## src/rtl/ram_arb_pkg.sv

```systemverilog
// Shared types and default widths for the two-port RAM arbiter.
// The optional round-robin mode is selected with RAM_ARB_ROUND_ROBIN_EN.
package ram_arb_pkg;

  localparam int unsigned ADDR_W_DEF = 10;
  localparam int unsigned DATA_W_DEF = 32;
  localparam int unsigned GRANT_W    = 2;

  // Transfer sequencing: grant -> RAM strobe -> RAM latency -> acknowledge
  typedef enum logic [1:0] {
    IDLE  = 2'd0,
    ISSUE = 2'd1,
    WAIT  = 2'd2,
    DONE  = 2'd3
  } state_t;

  // Requester identity; the value doubles as the bit index into a one-hot grant
  typedef enum logic {
    CPU = 1'b0,
    DBG = 1'b1
  } req_id_t;

  function automatic req_id_t grant_to_id(input logic [GRANT_W-1:0] grant);
    return grant[DBG] ? DBG : CPU;
  endfunction

endpackage

```

## src/rtl/ram_arbiter_rr_arbiter2.sv

```systemverilog
// Two-way grant select producing a one-hot grant (bit CPU / bit DBG).
// RAM_ARB_ROUND_ROBIN_EN: alternate on contention; otherwise CPU has fixed priority.
module rr_arbiter2
  import ram_arb_pkg::*;
(
  input  logic               cpu_req,
  input  logic               dbg_req,
  input  req_id_t            last_grant,
  output logic [GRANT_W-1:0] grant_c
);

`ifdef RAM_ARB_ROUND_ROBIN_EN
  always_comb begin
    grant_c = '0;
    if (cpu_req && dbg_req) begin
      // Contention goes to whoever was not served last
      if (last_grant == CPU) grant_c[DBG] = 1'b1;
      else                   grant_c[CPU] = 1'b1;
    end else if (cpu_req) begin
      grant_c[CPU] = 1'b1;
    end else if (dbg_req) begin
      grant_c[DBG] = 1'b1;
    end
  end
`else
  logic unused_last_grant_c;
  assign unused_last_grant_c = last_grant;

  always_comb begin
    grant_c = '0;
    if (cpu_req)      grant_c[CPU] = 1'b1;
    else if (dbg_req) grant_c[DBG] = 1'b1;
  end
`endif

endmodule

```

## src/rtl/ram_arbiter.sv

```systemverilog
// Arbitrates a CPU data port and a debug/loader port onto one synchronous RAM.
// RAM_ARB_ROUND_ROBIN_EN: round-robin on contention (default: CPU fixed priority).
module ram_arbiter
  import ram_arb_pkg::*;
#(
  parameter int unsigned ADDR_W = ADDR_W_DEF,
  parameter int unsigned DATA_W = DATA_W_DEF
) (
  input  logic              clk,
  input  logic              reset,
  // CPU data port
  input  logic              cpu_req,
  input  logic              cpu_we,
  input  logic [ADDR_W-1:0] cpu_addr,
  input  logic [DATA_W-1:0] cpu_wdata,
  output logic [DATA_W-1:0] cpu_rdata,
  output logic              cpu_ack,
  output logic              cpu_stall,
  // debug / loader port
  input  logic              dbg_req,
  input  logic              dbg_we,
  input  logic [ADDR_W-1:0] dbg_addr,
  input  logic [DATA_W-1:0] dbg_wdata,
  output logic [DATA_W-1:0] dbg_rdata,
  output logic              dbg_ack,
  // RAM side
  output logic [ADDR_W-1:0] ram_address,
  output logic [DATA_W-1:0] ram_data,
  output logic              ram_rden,
  output logic              ram_wren,
  input  logic [DATA_W-1:0] ram_q
);

  state_t             state;
  state_t             state_d;
  logic [GRANT_W-1:0] grant_c;
  logic               grant_any_c;
  req_id_t            gnt_id;
  logic               gnt_we;
  req_id_t            last_grant;

  assign grant_any_c = (state == IDLE) && (|grant_c);

`ifdef RAM_ARB_ROUND_ROBIN_EN
  // Starts at DBG so the first contention after reset goes to the CPU
  always_ff @(posedge clk or negedge reset) begin
    if (!reset) begin
      last_grant <= DBG;
    end else if (grant_any_c) begin
      last_grant <= grant_to_id(grant_c);
    end
  end
`else
  assign last_grant = DBG;
`endif

  rr_arbiter2 u_rr_arbiter2 (
    .cpu_req    (cpu_req),
    .dbg_req    (dbg_req),
    .last_grant (last_grant),
    .grant_c    (grant_c)
  );

  always_ff @(posedge clk or negedge reset) begin
    if (!reset) state <= IDLE;
    else        state <= state_d;
  end

  always_comb begin
    state_d = state;
    case (state)
      IDLE:    if (grant_any_c) state_d = ISSUE;
      ISSUE:   state_d = WAIT;
      WAIT:    state_d = DONE;
      DONE:    state_d = IDLE;
      default: state_d = IDLE;
    endcase
  end

  // ram_address/ram_data double as the latched request; they only reload on a grant
  always_ff @(posedge clk or negedge reset) begin
    if (!reset) begin
      gnt_id      <= CPU;
      gnt_we      <= 1'b0;
      ram_address <= '0;
      ram_data    <= '0;
      ram_wren    <= 1'b0;
      ram_rden    <= 1'b0;
      cpu_rdata   <= '0;
      dbg_rdata   <= '0;
      cpu_ack     <= 1'b0;
      dbg_ack     <= 1'b0;
    end else begin
      ram_wren <= 1'b0;
      ram_rden <= 1'b0;
      cpu_ack  <= 1'b0;
      dbg_ack  <= 1'b0;
      case (state)
        IDLE: begin
          if (grant_any_c) begin
            gnt_id <= grant_to_id(grant_c);
            if (grant_c[DBG]) begin
              gnt_we      <= dbg_we;
              ram_address <= dbg_addr;
              ram_data    <= dbg_wdata;
              ram_wren    <= dbg_we;
              ram_rden    <= ~dbg_we;
            end else begin
              gnt_we      <= cpu_we;
              ram_address <= cpu_addr;
              ram_data    <= cpu_wdata;
              ram_wren    <= cpu_we;
              ram_rden    <= ~cpu_we;
            end
          end
        end
        WAIT: begin
          if (!gnt_we) begin
            if (gnt_id == DBG) dbg_rdata <= ram_q;
            else               cpu_rdata <= ram_q;
          end
        end
        DONE: begin
          cpu_ack <= (gnt_id == CPU);
          dbg_ack <= (gnt_id == DBG);
        end
        default: ;
      endcase
    end
  end

  // Freezes the CPU through its own access and while the debug port holds the RAM
  assign cpu_stall = cpu_req & ~cpu_ack;

endmodule

```

## config.mk

```make
export PLATFORM = sky130hd
export DESIGN_NAME = ram_arbiter
export DESIGN_NICKNAME = d
export VERILOG_FILES = /design/src/rtl/ram_arb_pkg.sv /design/src/rtl/ram_arbiter_rr_arbiter2.sv /design/src/rtl/ram_arbiter.sv
export SDC_FILE = /design/constraint.sdc
export NUM_CORES = 1
export LEC_CHECK = 0
export CAP_MARGIN = 0
export CORE_MARGIN = 2
export CORE_UTILIZATION = 40
export DETAILED_ROUTE_END_ITERATION = 10
export PLACE_DENSITY = 0.83
export SETUP_SLACK_MARGIN = 0.1
export SLEW_MARGIN = 20
export SYNTH_ARGS = -nofsm -noshare
export SYNTH_HDL_FRONTEND = slang
export SYNTH_SLANG_ARGS = --single-unit
```

## constraint.sdc

```tcl
create_clock -name clk -period 2.9 [get_ports clk]
set_clock_uncertainty 0.05 [all_clocks]
set_input_delay 0.29 -clock clk [delete_from_list [all_inputs] [get_ports clk]]
set_output_delay 0.29 -clock clk [all_outputs]
set_load 0.005 [all_outputs]
```

After elaboration in Yosys (flattened, before gate mapping)
Cells that the tools add are included.
- register bits after elaboration: 114
- input bits: 122
- output and inout bits: 111
- logic and storage cells: 43
- equality and inequality tests: 4
- multiplexer cells: 16
- bitwise logic cells: 6
- reductions and logical operators: 6
- operators with widths (cell ; number):
    $mux W32 ; 1
    $mux W1 ; 12
    $mux W10 ; 1
    $pmux W2 S4 ; 1
    $reduce_and A3 Y1 ; 2
    $not A1 Y1 ; 5
    $eq A2 B2 Y1 const B ; 2
    $eq A2 B1 Y1 const B ; 1
    $logic_not A2 Y1 ; 1
    $mux W2 ; 1
    $ne A2 B2 Y1 const B ; 1
    $reduce_and A2 Y1 ; 1
    $reduce_or A2 Y1 ; 1
    $and A1 B1 Y1 ; 1
    $logic_and A1 B1 Y1 ; 1

Longest topological paths before layout
Gate-level depths: netlist (run 1).
- depth in word-level cells: 6
- gate-level depth with buffers: 6
- mapped depth without buffers: 4

Modules after synthesis
A second synthesis (run 1) with hierarchy kept.
- cell total of the unflattened synthesis: 366
- area, all modules: 4809.6 sq um
- by module, submodules not included (module ; instances ; cells an instance ; area an instance (sq um) ; sequential area each (sq um)):
    ram_arbiter ; 1 ; 364 ; 4788.3 ; 2852.7
    rr_arbiter2 ; 1 ; 2 ; 21.3 ; 0.0

Least setup slack after synthesis (run 1)
No wires, ideal clock.
- path type: reg2reg
- start: register state[0]
- end: register cpu_rdata[10]
- setup time: 125 ps
- data arrival time: 1448 ps
- data required time: 2725 ps
- slack: 1278 ps
- stages on the path, launching flop included: 6
- path through: dfrtp_1 inv_1 ha_1 nor3b_4 buf_6 mux2_2
- word-level cells in the longest chain between the ends: 2
- RTL lines (item ; RTL line ; RTL):
    from (decl) ; ram_arbiter.sv:34 ; state_t state;
    from (signal assigned) ; ram_arbiter.sv:66 ; else state <= state_d;
    $eq A2 B2 Y1 ; ram_arbiter.sv:98 ; case (state)
    $reduce_and A3 Y1 (no source line) ; -- ;
    to (signal assigned) ; ram_arbiter.sv:120 ; else cpu_rdata <= ram_q;
    to (decl) ; ram_arbiter.sv:16 ; output logic [DATA_W-1:0] cpu_rdata,
Every way passes these cells.
A chain may end at the register's enable or synchronous reset.

Worst setup path in the final report (run 1)
- start: register state[0]
- end: register dbg_rdata[26]
- word-level cells in the longest chain between the ends: 2
- RTL lines (item ; RTL line ; RTL):
    $eq A2 B2 Y1 ; ram_arbiter.sv:98 ;
    $reduce_and A3 Y1 (no source line) ; -- ;
    to (signal assigned) ; ram_arbiter.sv:119 ; if (gnt_id == DBG) dbg_rdata <= ram_q;
    to (decl) ; ram_arbiter.sv:24 ; output logic [DATA_W-1:0] dbg_rdata,
Every way passes these cells.

==> results.md, run 1 <==
- Overflow after GRT: 0
- H-tree level count: 4
- Worst setup slack before clock tree synthesis: 0.820 ns
- First-pass GRT wire length: roughly 22000 um
- Final estimated routing congestion in global placement: roughly 0.75
- Fraction of power spent switching nets: 0.276
- RSZ-0062 raised after global routing: no
- Leading cell types in the layout, fill and taps excluded: 229 x sky130_fd_sc_hd__clkdlybuf4s50_1, 114 x sky130_fd_sc_hd__dfrtp_1, 62 x sky130_fd_sc_hd__mux2_2
- Worst Setup Slack, final: a little over 0.8 ns
- Clock share of power: 0.264
- Arrival time reported for the critical path endpoint: between 2 and 2.5 ns
- Fraction of layout instances using a drive strength above 1: 0.188
- Number of different library cells in the post-synthesis netlist: 28
- DPL Wire Length: ~9800 um
- Tcrit/Tclk final: 0.716
- DIE AREA: between 10000 and 15000 sq um
- IO Pins: approximately 230
- Post-detailed-route DRC marker count: 0
- N_diodes: 0
- Clock latency at the later pin of the worst-skew pair: approximately 0.4 ns
- Power density relative to cell area: 1040 nW/um^2
- Endpoint required time on the critical path: approximately 3.1 ns
- Quantity of I/O buffers inserted on ports: between 200 and 250
- Post-Synthesis Net Count: approximately 480
- Async SR Flop Fraction: 1.00
- Total via count after detailed routing: roughly 4000
- Starting Density: 0.410
- First drt pass iteration count: 6
- Clock tree from TritonCTS: done
- TritonCTS Buffers: 17
- Biggest fanout along the worst timing path: 32
- Largest buffer count on any clock path: 2
- Reg power frac: 0.331
- Vias in the first global route: 4213
- Biggest area consumer among synthesized cells: sky130_fd_sc_hd__dfrtp_1
- Sequential element share of the synthesized area: 0.551
- Slowest cell delay on critical path: between 0.6 and 0.7 ns
- Overall power of the completed layout: about 8600 uW
- Share of total power in combinational logic: 0.405
- Crit Path Category: flip-flop to flip-flop
- CP Capture Type: flip-flop
- Floorplan row count: 41
- Clock-pin slew of the registers on the worst-case setup and hold paths: 0.06 ns
- Setup slack on the worst flop-to-flop path: ~0.8 ns
- Relative slew slack: 0.411
- Mapped Area: 5170 sq um
- EDFF count, synth: 0
- Max-cap violations: 0
- Number of pins exceeding their max-slew limit in the final report: 0
- Antenna violations before repair: 1
- Final total negative setup slack: 0 ns
- Slowest cell on the critical path: sky130_fd_sc_hd__nand3b_2
- DIE HEIGHT: about 120 um
- Most common cell after layout, fill and taps aside: sky130_fd_sc_hd__clkdlybuf4s50_1
- Leakage power: ~0.0033 uW
- Number of warnings printed during yosys synthesis: 0
- Post-synth top area share: 0.551
- Drt total wl: 14100 um
- Total clock sinks: 114
- Area growth from synthesis to final layout: 58.7%
- Floorplan die width: ~120 um
- Setup-violating endpoint count in the final report: 0
- Actual slew at the worst max-slew pin: between 0.8 and 0.9 ns
- Count of non-filler cells in the finished layout: 769
- Number of flip-flops and latches in the synthesized netlist: between 100 and 150
- Fmax: about 480 MHz
- Chain of cells forming the critical path: inv_1 > ha_1 > nand3b_2 > mux2_2
- Maximum number of pins on one net before global-route repair: between 80 and 90
- Net switching power figure: between 2000 and 2500 uW
- Type of the worst min-delay path: input port to flip-flop
- Number of hold-slack violations in the final timing report: 0
- Root buf cell: sky130_fd_sc_hd__clkbuf_16
- Initial drt markers: 210
- Cells taking the most area after synthesis: sky130_fd_sc_hd__dfrtp_1 55%, sky130_fd_sc_hd__mux2_2 13%, sky130_fd_sc_hd__nand4bb_1 8.7%, sky130_fd_sc_hd__o211a_1 7.2%, sky130_fd_sc_hd__nand3b_1 5.5%
- Global-route usage over all layers: 0.206
- Net count of the finished layout: 709
- Post-CTS setup repair buffer count: 0
- Run status: complete, no violations
- Synthesized area divided by synthesized cell count: 14.5 sq um
- Per-cell via count in the routed design: 5.16
- Top flip-flop cell by instance count after synthesis: sky130_fd_sc_hd__dfrtp_1
- Max VDD drop: between 400 and 500 uV
- Placed cell count: about 740
- Post-Syn Instances: 358
- Antenna violation net count after detailed routing: 0
- Type of element launching the critical path: flip-flop
- Pint: between 6000 and 7000 uW
- Routed length per placed instance: 18.3 um
- CORE AREA: about 13000 sq um
- Time the final worst path needs with I/O delays and setup: ~2.1 ns
[power groups by stage]
stage                     Clock [uW]  Sequential (uW)  Combinational, uW
final                           2260             2830               3460
after global routing            2380             2920               3710
after CTS                       2310             2840               3520
after detailed placement           0             2860               3500
after global placement             0             2810               3400
after floorplan                    0             2870               1440
[synth_stat cells (2+ instances only)]
| cell type | n |
|---|---|
| sky130_fd_sc_hd__nand3b_1 | 38 |
| sky130_fd_sc_hd__nand2_1 | 2 |
| sky130_fd_sc_hd__inv_1 | 2 |
| sky130_fd_sc_hd__o211a_1 | 37 |
| sky130_fd_sc_hd__ha_1 | 3 |
| sky130_fd_sc_hd__mux2_2 | 62 |
| sky130_fd_sc_hd__a21oi_1 | 3 |
| sky130_fd_sc_hd__or4bb_1 | 3 |
| sky130_fd_sc_hd__buf_4 | 2 |
| sky130_fd_sc_hd__buf_6 | 11 |
| sky130_fd_sc_hd__o221a_2 | 6 |
| sky130_fd_sc_hd__mux2_1 | 3 |
| sky130_fd_sc_hd__buf_2 | 7 |
| sky130_fd_sc_hd__dfrtp_1 | 114 |
| sky130_fd_sc_hd__clkbuf_1 | 13 |
| sky130_fd_sc_hd__nand4bb_1 | 40 |
[logic make-up after synthesis]
family / count (synthesis) / share of synthesized area
compound gates: 49 / 0.0914
fa+ha+maj: 3 / 0.00726
buf+inv: 36 / 0.0455
flops: 114 / 0.551
mux: 65 / 0.141
simple gates: 91 / 0.163
[final cells by class]
cell class / count / area (sq um)
repair buffers: 241 / 2400
clock buffers: 19 / 433
fillers: 992 / 4410
well taps: 172 / 215
inverters: 2 / 7.51
flip-flops and latches: 114 / 2850
clock inverters: 13 / 208
multi-input cells: 208 / 2090
[through the flow]
step / area, sq um / hold WS, ns / utilization
2_1_floorplan: 5170 / -0.0556 / -
3_3_place_gp: 7560 / 0.311 / 0.599
3_5_place_dp: 7560 / 0.318 / 0.599
4_1_cts: 8210 / 0.308 / 0.651
5_1_grt: 8210 / 0.377 / 0.651
6_report: 8210 / 0.331 / 0.651
[routing by layer]
metal,GRT usage,share of wire,vias to the layer above
met5,0,0.00092,-
met4,0.0655,0.012,2
met3,0.0838,0.081,16
met2,0.345,0.50,172
met1,0.240,0.41,1971
li1,-,-,1809
[registers in the layout (all words and copies together) (netlist names)]
register and cells:
dbg_ack 1, ram_rden 1, gnt_we 1, ram_wren 1, ram_address 10, cpu_rdata 32
gnt_id 1, cpu_ack 1, state 2, dbg_rdata 32, ram_data 32
[critical path: cells and delay by family, from the launching register on]
family,cells,cell delay [ns]
AND/OR/NAND/NOR,1,0.66
buffers and inverters,1,0.09
multiplexers,1,0.55
flip-flops,1,0.39
adder cells (fa/ha/maj),1,0.21
[what timing repair did]
action / in CTS / in global routing
hold buffers: 1 / 0
hold endpoints to repair: 48 / 0
resized for setup: 0 / 0
[path summary, 6_finish.rpt]
check / end / start / depth (start not counted)
setup / recovery: dbg_rdata[26] / state[0] / 4
setup reg to reg: dbg_rdata[26] / state[0] / 4
hold reg to reg: cpu_rdata[5] / cpu_rdata[5] / 1
hold / removal: ram_wren / dbg_req / 3
max in group asynchronous: cpu_rdata[21] / reset / 3
min in group asynchronous: cpu_rdata[5] / reset / 2
Power figures use the tool's default switching activity.
==> run 2, diff against run 1 <==
Settings changed: CORE_UTILIZATION 40 to 38.
Clock period 2.9 ns to 1.8 ns, I/O delays scaled along.
==> run 2 against run 1 <==
Compared with the run above:
- register-to-register slack lost 0.72 ns
- setup slack worse by 0.72 ns
- first-iteration DRC count is 1.4% lower
- die area grew 5.1%
- clock power is 52% higher
- hold slack worse by 0.13 ns
- largest power group unchanged
- count of clock-buffer cells in the layout up 1
- flip-flop and latch count is the same
- non-clock buffer count grew 16
- via count increased by 2.8%
- sequential share of layout area down 1.3 points
==> results.md, run 2 (synthesized netlist as in run 1, its figures left out) <==
- Slowest cell on the critical path: sky130_fd_sc_hd__dfrtp_1
- Drt total wl: around 15000 um
- Type of the worst min-delay path: input port to flip-flop
- Overall power of the completed layout: ~14000 uW
- Met2 wirelength from detailed routing: 7690 um
- Registers with the most flip-flops: cpu_rdata x32, dbg_rdata x32, ram_data x32
- Startpoint of the worst-slack reg-to-reg timing path: state[0]
- Time the final worst path needs with I/O delays and setup: about 1.7 ns
- Chain of cells forming the critical path: inv_2 > ha_4 > nor3b_4 > buf_6 > clkbuf_16 > mux2_2
- N_diodes: 0
- Fmax: slightly below 600 MHz
- Post-detailed-route DRC marker count: 0
- Overflow after GRT: 0
- Hold path start: cpu_req
- CORE AREA: around 13000 sq um
- Total via count after detailed routing: 4081
- Leakage power: between 0.003 and 0.004 uW
- Type of element launching the critical path: flip-flop
- Total clock sinks: about 110
- Quantity of I/O buffers inserted on ports: 232
- Max layer used: met5
- Clock tree from TritonCTS: done
- Vias in the first global route: around 4400
- Number of pins exceeding their max-slew limit in the final report: 0
- Post-Route Hold Slack: 0.198 ns
- Clock latency at the later pin of the worst-skew pair: slightly above 0.4 ns
- Most common cell after layout, fill and taps aside: sky130_fd_sc_hd__clkdlybuf4s50_1
- Final estimated routing congestion in global placement: about 0.75
- Antenna violations before repair: 1
- DIE AREA: 14600 sq um
- RSZ-0062 raised after global routing: yes
- DIE HEIGHT: around 120 um
- First-pass GRT wire length: 22700 um
- Maximum number of pins on one net before global-route repair: approximately 50
- Setup-violating endpoint count in the final report: 0
- Tcrit/Tclk final: 0.940
- Total length of routed met3 wires: 1070 um
- Setup slack on the worst flop-to-flop path: around 0.11 ns
- CP top delay family: buffers and inverters
- DPL Wire Length: ~10000 um
- Biggest fanout along the worst timing path: 5
- Leading cell types in the layout, fill and taps excluded: 228 x sky130_fd_sc_hd__clkdlybuf4s50_1, 114 x sky130_fd_sc_hd__dfrtp_1, 47 x sky130_fd_sc_hd__mux2_2
- Crit Path Category: flip-flop to flip-flop
- Met1 routed wirelength after detailed routing: about 5700 um
- IO Pins: 233
- Arrival time reported for the critical path endpoint: between 1.5 and 2 ns
- Global-route usage over all layers: 0.201
- Floorplan die width: 121 um
- Routed length per placed instance: 18.6 um
- Starting Density: 0.389
- Net count of the finished layout: ~730
- Initial drt markers: about 210
- Worst Setup SP: state[0]
- First drt pass iteration count: 4
- Number of fill cells: 981
- Final total negative setup slack: 0 ns
- Power density relative to cell area: about 1700 nW/um^2
- Max VDD drop: 627 uV
- Per-cell via count in the routed design: between 5 and 6
- CP Capture Type: flip-flop
- Clock-pin slew of the registers on the worst-case setup and hold paths: roughly 0.05 ns
- Floorplan row count: 42
- Slowest cell delay on critical path: around 0.40 ns
- Fraction of layout instances using a drive strength above 1: 0.217
- Number of hold-slack violations in the final timing report: 0
- Endpoint required time on the critical path: about 2 ns
- Actual slew at the worst max-slew pin: 0.446 ns
- TritonCTS Buffers: 17
- Antenna violation net count after detailed routing: 0
- Largest buffer count on any clock path: 2
- Relative slew slack: 0.702
- Worst Path Buf+Inv: 3
- Root buf cell: sky130_fd_sc_hd__clkbuf_16
- Area growth from synthesis to final layout: 64.9%
- H-tree level count: 4
- Max-cap violations: 0
- Run status: complete, no violations
run 2: cell types whose count changed in the layout (fill, tap and decap cells not counted), sizes merged:
cell,delta
clkdlybuf4s50,-1
bufinv,-2
clkbuf,+3
inv,-1
dlygate4sd2,+1
clkinv,-2
clkinvlp,+4
buf,+14
run 2: final timing paths:
check	cells past startpoint	end
max	6	cpu_rdata[7]
min	3	gnt_id
max in group asynchronous	3	cpu_rdata[1]
max reg2reg	6	cpu_rdata[7]
min reg2reg	1	cpu_rdata[4]
min in group asynchronous	2	ram_data[10]
run 2: cell type report:
class / instances / area (sq um) / area share
Tap cell: 176 / 220 / 0.0258
Timing Repair Buffer: 257 / 2670 / 0.312
Clock buffer: 20 / 457 / 0.0535
Multi-Input combinational cell: 208 / 2170 / 0.255
Inverter: 2 / 7.51 / 0.000880
Clock inverter: 12 / 155 / 0.0182
Sequential cell: 114 / 2850 / 0.334
run 2: worst reg2reg max path, cell delays in order, from the launching register on:
cell and delay (ns):
sky130_fd_sc_hd__dfrtp_1 0.40, sky130_fd_sc_hd__inv_2 0.11, sky130_fd_sc_hd__ha_4 0.14, sky130_fd_sc_hd__nor3b_4 0.22, sky130_fd_sc_hd__buf_6 0.18, sky130_fd_sc_hd__clkbuf_16 0.16, sky130_fd_sc_hd__mux2_2 0.33
run 2: where the power goes:
part / internal, uW / switching, uW
sequential: 3860 / 776
clock: 2250 / 1190
combinational: 4110 / 2010
total: 10200 / 3980
run 2: layer usage:
metal,vias up,track usage
met5,-,0
met4,2,0.0741
met3,25,0.0712
met1,2041,0.217
met2,176,0.361
li1,1837,-
run 2: timing repair:
item / 4_1_cts / 5_1_grt
pin swaps: 0 / 1
cloned: 1 / 2
hold endpoints to repair: 28 / 0
setup endpoints to repair: 37 / 68
hold buffers: 1 / 0
resized for setup: 5 / 24
buffers inserted: 2 / 3
run 2: stage by stage:
stage | std cells | setup WS (ns) | util | cell area [sq um]
finish | 789 | 0.107 | 0.642 | 8530
global route | 789 | 0.0337 | 0.642 | 8530
CTS | 784 | 0.0722 | 0.628 | 8360
detailed placement | 748 | 0.0526 | 0.577 | 7670
global placement | 748 | 0.0942 | 0.577 | 7670
floorplan | 358 | 0.178 | - | 5170
